`src/rtl/tetris_key_pkg.sv`:
```
// tetris_key_pkg: command codes, key indices and the fixed serialization priority.
package tetris_key_pkg;
  localparam logic [2:0] CMD_NONE   = 3'd0;
  localparam logic [2:0] CMD_LEFT   = 3'd1;
  localparam logic [2:0] CMD_RIGHT  = 3'd2;
  localparam logic [2:0] CMD_ROTATE = 3'd3;
  localparam logic [2:0] CMD_DROP   = 3'd4;
  // Pending-mask bit positions; a higher index wins when several are pending.
  localparam int KEY_RIGHT  = 0;
  localparam int KEY_LEFT   = 1;
  localparam int KEY_ROTATE = 2;
  localparam int KEY_DROP   = 3;

  function automatic logic [3:0] key_pick(input logic [3:0] m);
    key_pick = '0;
    if (m[KEY_DROP]) key_pick[KEY_DROP] = 1'b1;
    else if (m[KEY_ROTATE]) key_pick[KEY_ROTATE] = 1'b1;
    else if (m[KEY_LEFT]) key_pick[KEY_LEFT] = 1'b1;
    else if (m[KEY_RIGHT]) key_pick[KEY_RIGHT] = 1'b1;
  endfunction

  function automatic logic [2:0] key_code(input logic [3:0] m);
    key_code = m[KEY_DROP]   ? CMD_DROP   :
               m[KEY_ROTATE] ? CMD_ROTATE :
               m[KEY_LEFT]   ? CMD_LEFT   :
               m[KEY_RIGHT]  ? CMD_RIGHT  : CMD_NONE;
  endfunction
endpackage

```
`src/rtl/cmd_fifo.sv`:
```
// cmd_fifo: show-ahead synchronous FIFO; a push into a full FIFO is taken only alongside a pop.
module cmd_fifo #(
  parameter int DEPTH = 4,
  parameter int W     = 3
) (
  input  logic                     clk,
  input  logic                     rst_n,
  input  logic                     i_push,
  input  logic                     i_pop,
  input  logic [W-1:0]             i_data,
  output logic [W-1:0]             o_data,
  output logic                     o_full,
  output logic                     o_empty,
  output logic [$clog2(DEPTH):0]   o_count
);
  localparam int AW = $clog2(DEPTH);
  logic [W-1:0]  r_mem [DEPTH];
  logic [AW-1:0] r_wr, r_rd;
  logic [AW:0]   r_count;
  logic          w_push, w_pop;
  assign w_pop   = i_pop & ~o_empty;
  assign w_push  = i_push & (~o_full | w_pop);
  assign o_full  = r_count == (AW+1)'(DEPTH);
  assign o_empty = r_count == '0;
  assign o_count = r_count;
  assign o_data  = o_empty ? '0 : r_mem[r_rd];
  always_ff @(posedge clk) begin
    if (!rst_n) begin
      r_wr    <= '0;
      r_rd    <= '0;
      r_count <= '0;
    end else begin
      if (w_push) r_wr <= r_wr + AW'(1);
      if (w_pop) r_rd <= r_rd + AW'(1);
      r_count <= r_count + {{AW{1'b0}}, w_push} - {{AW{1'b0}}, w_pop};
    end
  end
  always_ff @(posedge clk) begin
    if (w_push) r_mem[r_wr] <= i_data;
  end
endmodule

```
`src/rtl/key_cmd_queue.sv`:
```
// key_cmd_queue: turns key-press pulses into a prioritized command stream buffered for game logic.
module key_cmd_queue import tetris_key_pkg::*; #(
  parameter int DEPTH = 4,
  parameter int CNT_W = 8
) (
  input  logic                   clk,
  input  logic                   rst_n,
  input  logic                   key_left,
  input  logic                   key_right,
  input  logic                   key_rotate,
  input  logic                   key_drop,
  input  logic                   cmd_ready,
  output logic                   cmd_valid,
  output logic [2:0]             cmd_code,
  output logic [$clog2(DEPTH):0] fifo_count,
  output logic [CNT_W-1:0]       drop_cnt
);
  logic [3:0]       r_pend, w_keys, w_take, w_merge;
  logic [CNT_W-1:0] r_cnt;
  logic [CNT_W:0]   w_sum;
  logic [2:0]       w_code;
  logic             w_full, w_empty, w_pop, w_push;
  assign w_keys    = {key_drop, key_rotate, key_left, key_right};
  assign cmd_valid = ~w_empty;
  assign w_pop     = cmd_valid & cmd_ready;
  assign w_push    = |r_pend & (~w_full | w_pop);
  assign w_take    = w_push ? key_pick(r_pend) : '0;
  assign w_code    = key_code(r_pend);
  // A press on a bit that stays pending this cycle is absorbed and counted as lost.
  assign w_merge   = w_keys & r_pend & ~w_take;
  assign w_sum     = {1'b0, r_cnt} + (CNT_W+1)'($countones(w_merge));
  assign drop_cnt  = r_cnt;
  always_ff @(posedge clk) begin
    if (!rst_n) begin
      r_pend <= '0;
      r_cnt  <= '0;
    end else begin
      r_pend <= (r_pend & ~w_take) | w_keys;
      r_cnt  <= w_sum[CNT_W] ? '1 : w_sum[CNT_W-1:0];
    end
  end
  cmd_fifo #(.DEPTH(DEPTH), .W(3)) u_fifo (
    .clk     (clk),
    .rst_n   (rst_n),
    .i_push  (w_push),
    .i_pop   (w_pop),
    .i_data  (w_code),
    .o_data  (cmd_code),
    .o_full  (w_full),
    .o_empty (w_empty),
    .o_count (fifo_count)
  );
endmodule

```
`config.mk`:
```
export PLATFORM = sky130hd
export DESIGN_NAME = key_cmd_queue
export DESIGN_NICKNAME = d
export VERILOG_FILES = /design/src/rtl/tetris_key_pkg.sv /design/src/rtl/cmd_fifo.sv /design/src/rtl/key_cmd_queue.sv
export SDC_FILE = /design/constraint.sdc
export NUM_CORES = 1
export LEC_CHECK = 0
export CORE_ASPECT_RATIO = 1.1
export CORE_MARGIN = 2
export CORE_UTILIZATION = 50
export DETAILED_ROUTE_END_ITERATION = 8
export MAX_ROUTING_LAYER = met4
export PLACE_DENSITY = 0.74
export SETUP_SLACK_MARGIN = 0.3
export SYNTH_ARGS = -nofsm -noshare
export SYNTH_HDL_FRONTEND = slang
export SYNTH_SLANG_ARGS = --single-unit
```
`constraint.sdc`:
```
create_clock -name clk -period 4.2 [get_ports clk]
set_input_delay 0.84 -clock clk [delete_from_list [all_inputs] [get_ports clk]]
set_output_delay 0.84 -clock clk [all_outputs]
set_load 0.02 [all_outputs]
```
==> results_tabular.tex, run 1 <==
\begin{tabular}{lr}
\hline
Metric & Value \\
\hline
\multicolumn{2}{l}{\textbf{Run status}} \\
\quad Status & finished clean \\
\multicolumn{2}{l}{\textbf{Die}} \\
\quad Chip Height & 62.9 microns \\
\quad Num rows & 21 \\
\quad Floorplan die area & 3620 sq um \\
\quad Core Footprint & 3020 sq um \\
\quad Width of the die & 57.6 microns \\
\quad Initial core utilization & 52.2\% \\
\quad Ports placed on the boundary & 22 \\
\multicolumn{2}{l}{\textbf{Synthesis}} \\
\quad Compound-cell area share of the yosys netlist & 9.04\% \\
\quad Sequential fraction of the synthesis area & 49.5\% \\
\quad Post-synthesis cell count & 131 \\
\quad Yosys warnings & 0 \\
\quad Top cells by area, synth & sky130\_fd\_sc\_hd\_\_dfxtp\_1 (27\%), sky130\_fd\_sc\_hd\_\_edfxtp\_1 (23\%), sky130\_fd\_sc\_hd\_\_ha\_1 (5.6\%) \\
\quad Fraction of post-synthesis cell area in the top cell type by area & 26.6\% \\
\quad Distinct cell type count of the synthesized netlist & 42 \\
\quad Largest area contributor in the synthesized netlist & sky130\_fd\_sc\_hd\_\_dfxtp\_1 \\
\quad Synthesized-area fraction occupied by xor and xnor cells & 4.92\% \\
\quad Number of enable flip-flop cells after synthesis & 12 \\
\quad Mapped Nets & 149 \\
\quad Async S/R FF share, synth & 0\% \\
\quad \#FFs+latches synth & 33 \\
\quad Area share of fa/ha/maj cells after synthesis & 10.6\% \\
\quad Post-synthesis mux area share & 4.92\% \\
\quad Dominant combinational cell family by area after synthesis & simple AND/OR/NAND/NOR gates \\
\quad Synth Cell Area & 1580 sq um \\
\quad Basic-gate share of the synthesized area counting and, or, nand and nor cells & 16.7\% \\
\quad Leading register cell type out of synthesis & sky130\_fd\_sc\_hd\_\_dfxtp\_1 \\
\quad Leading cell types by count after synthesis & sky130\_fd\_sc\_hd\_\_dfxtp\_1 (21), sky130\_fd\_sc\_hd\_\_edfxtp\_1 (12), sky130\_fd\_sc\_hd\_\_inv\_1 (10) \\
\quad Cell with the most instances after synthesis & sky130\_fd\_sc\_hd\_\_dfxtp\_1 \\
\quad Average size of a mapped cell & 12.0 sq um \\
\multicolumn{2}{l}{\textbf{Route}} \\
\quad DRT iter0 DRCs & 27 \\
\quad Via total after detailed routing & 995 \\
\quad Routed Wire Length & 2470 microns \\
\quad DRC violation count after routing & 0 \\
\quad Routed Antenna Nets & 0 \\
\quad Detailed-router iteration count before antenna repair & 4 \\
\quad Routed length per instance & 12.9 microns \\
\quad Via density per instance & 5.21 \\
\multicolumn{2}{l}{\textbf{Critical path}} \\
\quad Family with the most delay on the worst path & adder cells \\
\quad Startpoint of the worst setup timing path & cmd\_ready \\
\quad Data required time of the worst path & 4.46 ns \\
\quad Crit path capture type & flip-flop \\
\quad Sort of element at the start of the critical path & input pin \\
\quad Maximum fanout encountered on the critical timing path & 6 \\
\quad Critical Path AT & 3.67 ns \\
\quad Buffer and inverter count on the worst path & 2 \\
\quad Cell mode on critical path & sky130\_fd\_sc\_hd\_\_fa\_1 \\
\quad CP Cell Sequence & dlymetal6s2s\_1 > nor4b\_4 > or2\_4 > o311ai\_2 > fa\_1 > fa\_1 > inv\_1 > fa\_1 > and4\_1 > nand4\_1 > a21boi\_0 \\
\quad Worst Setup Path Type & in2reg \\
\quad R2r setup slk & 1.03 ns \\
\quad CP peak stage delay & 0.50 ns \\
\quad Worst reg2reg path startpoint & u\_fifo.o\_count[1] \\
\quad Max stage delay cell, worst path & sky130\_fd\_sc\_hd\_\_fa\_1 \\
\multicolumn{2}{l}{\textbf{Clock tree}} \\
\quad Largest buffer count on any clock path & 2 \\
\quad Number of clock buffers inserted by TritonCTS & 5 \\
\quad H-tree levels & 2 \\
\quad Later-pin clock latency in the skew report & 0.33 ns \\
\quad Clock tree from TritonCTS & done \\
\quad Clock slew at the register clock pins of the worst setup and hold paths & 0.10 ns \\
\quad Number of clock sinks & 33 \\
\quad CTS Root Cell & sky130\_fd\_sc\_hd\_\_clkbuf\_4 \\
\multicolumn{2}{l}{\textbf{Global routing}} \\
\quad First-pass GRT wire length & 4370 microns \\
\quad Via count of the first global-routing pass & 977 \\
\quad Pin count of the biggest net entering global routing & 21 \\
\quad GRT Util Overall & 16.5\% \\
\quad Number of antenna violations at the first check in global routing & 0 \\
\quad Remaining global-route overflow & 0 \\
\multicolumn{2}{l}{\textbf{Min path}} \\
\quad Hold path startpoint & drop\_cnt[4] \\
\quad Min-delay worst type & reg2reg \\
\multicolumn{2}{l}{\textbf{STA}} \\
\quad Max-slew violation total from the final report & 0 \\
\quad Worst-margin pin slew & 0.558 ns \\
\quad RSZ-0062 raised after global routing & false \\
\quad Peak Freq & 0.294 GHz \\
\quad Post-layout min period & 3.40 ns \\
\quad Final Cycle Share & 81.0\% \\
\quad Worst hold slack across all endpoints & 0.527 ns \\
\quad Final hold violation count & 0 \\
\quad Final setup skew & 0.0137 ns \\
\quad Worst slew margin & 62.7\% \\
\quad Final sum of negative setup slack & 0 ns \\
\quad \# setup viols final & 0 \\
\multicolumn{2}{l}{\textbf{Layout}} \\
\quad Finished Core Util & 62.9\% \\
\quad Number of antenna diodes & 0 \\
\quad FILL cells & 249 \\
\quad Area overhead of the layout relative to synthesis & 20.5\% \\
\quad Share of post-route cells with drive strength above 1 & 13.4\% \\
\quad Layout net count & 174 \\
\quad Final cell count without fillers & 191 \\
\multicolumn{2}{l}{\textbf{Placement}} \\
\quad Sum of net half-perimeters after detailed placement & 1820 microns \\
\quad Number of I/O port buffers & 21 \\
\quad Gp weighted congestion & 0.780 \\
\quad Post-Place Cells & 181 \\
\multicolumn{2}{l}{\textbf{Power and ir drop}} \\
\quad Leakage power total & 0.000718 uW \\
\quad Total power per unit cell area & 541 nW/um\^{}2 \\
\quad Maximum resistive drop on vdd & 0.375 mV \\
\quad Total design power & 1030 uW \\
\multicolumn{2}{l}{\textbf{Flow run}} \\
\quad Maximum Capacitance Violations & 0 \\
\hline
\end{tabular}
worst register-to-register path: stages (launching register included):
cell and delay, ns:
sky130_fd_sc_hd__dfxtp_1 0.50, sky130_fd_sc_hd__nor4b_4 0.10, sky130_fd_sc_hd__or2_4 0.27, sky130_fd_sc_hd__o311ai_2 0.25, sky130_fd_sc_hd__fa_1 0.49, sky130_fd_sc_hd__fa_1 0.45
sky130_fd_sc_hd__inv_1 0.09, sky130_fd_sc_hd__fa_1 0.22, sky130_fd_sc_hd__and4_1 0.29, sky130_fd_sc_hd__nand4_1 0.23, sky130_fd_sc_hd__a21boi_0 0.21
metal layers:
| metal | vias to the layer above | global-route usage [%] | wire (microns) |
|---|---|---|---|
| met2 | 24 | 25.6 | 1250 |
| met3 | 6 | 5.59 | 119 |
| met4 | 0 | 6.98 | 48 |
| met5 | - | - | 0 |
| met1 | 460 | 19.3 | 1040 |
| li1 | 505 | - | - |
path summary, 6_finish.rpt:
kind | cells past startpoint | to
max reg2reg | 10 | drop_cnt[1]
min reg2reg | 1 | drop_cnt[4]
min | 1 | drop_cnt[4]
max | 11 | drop_cnt[1]
through the flow:
| stage | setup slack, ns | instance area (sq um) |
|---|---|---|
| after CTS | 0.318 | 1870 |
| after detailed placement | -0.0276 | 1800 |
| after global placement | 0.102 | 1800 |
| after global routing | 0.636 | 1900 |
| final | 0.798 | 1900 |
| after floorplan | 0.796 | 1580 |
layout make-up:
class	instances	area (sq um)	area share (%)
Clock buffer	6	41.3	2.17
Clock inverter	2	33.8	1.78
Inverter	10	37.5	1.97
Multi-Input combinational cell	83	738	38.8
Sequential cell	33	781	41.1
Tap cell	34	42.5	2.24
Timing Repair Buffer	23	228	12.0
cells by family after synthesis:
group	count (synthesis)
AO/OA/AOI/OAI	20
XOR/XNOR	8
adder cells (fa/ha/maj)	11
buffers and inverters	15
flip-flops	33
multiplexers	4
AND/OR/NAND/NOR	40
flip-flops by register name (all words and copies together) (netlist names), named ones only:
register        cells
drop_cnt            8
u_fifo.r_wr         2
r_pend              4
u_fifo.r_mem       12
u_fifo.r_rd         2
u_fifo.o_count      3
power by group:
part,total (uW),internal (uW),switching (uW)
registers,441,393,47.9
clock network,225,124,101
logic,363,197,166
total,1030,714,316
what timing repair did:
action                                  CTS  global route
endpoints found under the setup margin    0             6
setup buffers                             0             2
resized for setup                         0             6
hold buffers                              0             0
cell usage in the layout (no fill, tap or decap), types with 5 or more instances in the layout:
cell                               n
sky130_fd_sc_hd__and2_1            8
sky130_fd_sc_hd__clkbuf_4          5
sky130_fd_sc_hd__clkdlybuf4s50_1  20
sky130_fd_sc_hd__dfxtp_1          21
sky130_fd_sc_hd__edfxtp_1         12
sky130_fd_sc_hd__ha_1              7
sky130_fd_sc_hd__inv_1            10
sky130_fd_sc_hd__nor2_1            6
sky130_fd_sc_hd__nor2b_1           7
sky130_fd_sc_hd__xnor2_1           5
Note: power is estimated with default switching activity, not from simulation.
==> run 2: changes to the inputs <==
CORE_UTILIZATION = 48   (was 50)
clock period = 2.85 ns   (was 4.2 ns; I/O delays follow)
==> run 2 against run 1 <==
  * The run now ends with design-rule violations, negative setup slack left
  * Clock skew decreased by 0.0058 ns
  * Critical endpoint is now drop_cnt[5]
  * Non-clock buffer count grew 14
  * Final cell count increased by 7.3%
  * First-iteration DRC count grew 59%
  * Combinational power up 88%
  * Count of clock-buffer cells in the layout increased by 2
  * Flip-flop and latch count did not move
  * Largest power group is now combinational cells
==> results_tabular.tex, run 2 (synthesis gave the netlist of run 1 again) <==
\begin{tabular}{lr}
\hline
Metric & Value \\
\hline
\multicolumn{2}{l}{\textbf{Critical path}} \\
\quad Data required time of the worst path & 3.12 ns (-1.34 ns) \\
\quad Sort of element at the start of the critical path & flip-flop \\
\quad Family with the most delay on the worst path & adder cells \\
\quad Worst Setup Path Type & reg2reg \\
\quad Cell mode on critical path & sky130\_fd\_sc\_hd\_\_fa\_2 \\
\quad CP Cell Sequence & nor4b\_4 > or2\_4 > o311ai\_4 > fa\_1 > fa\_2 > inv\_2 > fa\_2 > and4\_4 > nand4\_1 > a21boi\_1 \\
\quad Crit path capture type & flip-flop \\
\quad Buffer and inverter count on the worst path & 1 (-1) \\
\quad Maximum fanout encountered on the critical timing path & 5 (-1) \\
\quad Max stage delay cell, worst path & sky130\_fd\_sc\_hd\_\_fa\_1 \\
\quad Critical Path AT & 3.12 ns (-0.55 ns) \\
\quad CP peak stage delay & 0.49 ns (about the same) \\
\multicolumn{2}{l}{\textbf{Placement}} \\
\quad Gp weighted congestion & 0.797 (+2.2\%) \\
\quad Sum of net half-perimeters after detailed placement & 2070 microns (+13\%) \\
\quad Number of I/O port buffers & 21 (unchanged) \\
\multicolumn{2}{l}{\textbf{Route}} \\
\quad Via total after detailed routing & 1085 (+9.0\%) \\
\quad Detailed-router iteration count before antenna repair & 6 (+2) \\
\quad Via density per instance & 5.29 (+1.6\%) \\
\quad DRT iter0 DRCs & 43 (+59\%) \\
\quad Routed length per instance & 14.1 microns (+9.2\%) \\
\quad Routed Antenna Nets & 0 (unchanged) \\
\quad Routed Wire Length & 2890 microns (+17\%) \\
\quad DRC violation count after routing & 1 (+1) \\
\multicolumn{2}{l}{\textbf{Layout}} \\
\quad Area occupied by multi-input gates & 820 sq um (+11\%) \\
\quad Most common cell after layout, fill and taps aside & sky130\_fd\_sc\_hd\_\_dfxtp\_1 \\
\quad Area overhead of the layout relative to synthesis & 30.8\% \\
\quad Number of antenna diodes & 0 (unchanged) \\
\quad Most frequent cells in the layout & sky130\_fd\_sc\_hd\_\_dfxtp\_1 (18), sky130\_fd\_sc\_hd\_\_clkdlybuf4s50\_1 (17), sky130\_fd\_sc\_hd\_\_buf\_4 (16) \\
\quad Share of post-route cells with drive strength above 1 & 32.2\% (+19 points) \\
\quad Number of flip-flops under the largest register name & 12 (unchanged) \\
\quad Layout net count & 188 (+8.0\%) \\
\quad FILL cells & 226 (-9.2\%) \\
\quad Register ranked first by flip-flop count & u\_fifo.r\_mem \\
\quad Reg area & 785 sq um (+0.48\%) \\
\multicolumn{2}{l}{\textbf{Clock tree}} \\
\quad Later-pin clock latency in the skew report & 0.33 ns (about the same) \\
\quad H-tree levels & 2 (unchanged) \\
\quad Number of clock buffers inserted by TritonCTS & 5 (unchanged) \\
\quad Number of clock sinks & 33 (unchanged) \\
\quad Clock tree from TritonCTS & done \\
\quad Number of buffers inserted for hold repair after clock tree synthesis & 0 (unchanged) \\
\quad CTS Root Cell & sky130\_fd\_sc\_hd\_\_clkbuf\_4 \\
\quad Clock slew at the register clock pins of the worst setup and hold paths & 0.10 ns (about the same) \\
\quad Largest buffer count on any clock path & 2 (unchanged) \\
\multicolumn{2}{l}{\textbf{Global routing}} \\
\quad First-pass GRT wire length & 4570 microns (+4.6\%) \\
\quad Remaining global-route overflow & 0 (unchanged) \\
\quad Number of antenna violations at the first check in global routing & 0 (unchanged) \\
\quad Via count of the first global-routing pass & 1024 (+4.8\%) \\
\quad GRT Util Overall & 17.3\% (+0.86 points) \\
\quad Pin count of the biggest net entering global routing & 21 (unchanged) \\
\multicolumn{2}{l}{\textbf{STA}} \\
\quad Setup slack after layout & -0.000787 ns (-0.799 ns) \\
\quad Worst-margin pin slew & 0.580 ns (+0.0217 ns) \\
\quad \# setup viols final & 1 (+1) \\
\quad Final Cycle Share & 100\% \\
\quad Final setup skew & 0.00788 ns (-0.00582 ns) \\
\quad Post-layout min period & 2.85 ns \\
\quad Final hold violation count & 0 (unchanged) \\
\quad RSZ-0062 raised after global routing & true \\
\quad Worst slew margin & 61.2\% (-1.4 points) \\
\quad Peak Freq & 0.351 GHz \\
\quad Final sum of negative setup slack & -0.000787 ns (-0.000787 ns) \\
\quad Max-slew violation total from the final report & 0 (unchanged) \\
\multicolumn{2}{l}{\textbf{Power and ir drop}} \\
\quad Maximum resistive drop on vdd & 0.263 mV (-30\%) \\
\quad Total power per unit cell area & 773 nW/um\^{}2 (+43\%) \\
\quad Leakage power total & 0.000778 uW (+8.3\%) \\
\quad Total design power & 1590 uW (+55\%) \\
\multicolumn{2}{l}{\textbf{Die}} \\
\quad Ports placed on the boundary & 22 (unchanged) \\
\quad Core Footprint & 3100 sq um (+2.6\%) \\
\quad Width of the die & 58.7 microns (+1.9\%) \\
\quad Chip Height & 64.1 microns (+1.9\%) \\
\quad Floorplan die area & 3760 sq um (+3.9\%) \\
\quad Initial core utilization & 50.9\% (-1.3 points) \\
\quad Num rows & 21 (unchanged) \\
\multicolumn{2}{l}{\textbf{Run status}} \\
\quad Status & finished, violations left \\
\quad Violated checks & design-rule violations, negative setup slack \\
\multicolumn{2}{l}{\textbf{Flow run}} \\
\quad Maximum Capacitance Violations & 0 (unchanged) \\
\multicolumn{2}{l}{\textbf{Min path}} \\
\quad Min-delay worst type & reg2reg \\
\hline
\end{tabular}
==> run 2: cell types whose count changed in the layout (fill, tap and decap cells not counted), sizes merged <==
cell | previous run | this run
bufinv | 1 | 0
buf | 2 | 17
clkinv | 1 | 0
clkdlybuf4s15 | 0 | 2
clkbuf | 6 | 9
dlymetal6s2s | 1 | 0
clkdlybuf4s50 | 20 | 17
==> run 2: through the flow <==
step | cell area (sq um) | util [%] | worst slack [ns] | instances | hold WS [ns]
global route | 2060 | 66.5 | -0.116 | 205 | 0.575
detailed placement | 1890 | 60.8 | -0.761 | 190 | 0.497
CTS | 2010 | 64.7 | -0.00883 | 202 | 0.544
floorplan | 1600 | - | -0.186 | 131 | 0.528
global placement | 1890 | 60.8 | -0.638 | 190 | 0.490
finish | 2060 | 66.5 | -0.000787 | 205 | 0.540
==> run 2: repair_timing <==
item                       in CTS  in global routing
pin swaps                      11                  7
resized for setup              17                 11
setup endpoints to repair      12                  9
buffers inserted                4                  3
==> run 2: path summary, 6_finish.rpt <==
kind,startpoint,end,slack [ns],depth (start not counted)
worst max-delay path,u_fifo.o_count[2],drop_cnt[5],-0.0008,10
worst min-delay path,drop_cnt[4],drop_cnt[4],0.54,1
worst max register to register,u_fifo.o_count[2],drop_cnt[5],-0.0008,10
worst min register to register,drop_cnt[4],drop_cnt[4],0.54,1
==> run 2: final cells by class <==
cell class / count / share of cell area (%)
Multi-Input combinational cell: 83 / 39.7
Sequential cell: 33 / 38.0
Timing Repair Buffer: 37 / 15.5
Clock buffer: 8 / 2.85
Tap cell: 34 / 2.06
Inverter: 10 / 1.82
==> run 2: worst register-to-register path: stages, from the launching register on <==
cell	delay [ns]
sky130_fd_sc_hd__dfxtp_2	0.34
sky130_fd_sc_hd__nor4b_4	0.13
sky130_fd_sc_hd__or2_4	0.25
sky130_fd_sc_hd__o311ai_4	0.26
sky130_fd_sc_hd__fa_1	0.49
sky130_fd_sc_hd__fa_2	0.38
sky130_fd_sc_hd__inv_2	0.06
sky130_fd_sc_hd__fa_2	0.20
sky130_fd_sc_hd__and4_4	0.24
sky130_fd_sc_hd__nand4_1	0.22
sky130_fd_sc_hd__a21boi_1	0.22
==> run 2: routing by layer <==
| layer | part of all wire, % | track usage, % |
|---|---|---|
| met1 | 42 | 18.2 |
| met2 | 51 | 28.9 |
| met3 | 4.5 | 6.07 |
| met4 | 2.0 | 7.67 |
| met5 | 0 | - |
==> run 2: power breakdown <==
part           internal, uW  switching, uW
logic                   372            309
registers               583           60.9
clock network           122            149
total                  1080            519
==> run 3: changes to the inputs <==
CTS_CLUSTER_SIZE = 12   (was unset)
==> results of run 3 <==
The final DEF is identical to that of run 2; final timing and power are the same.
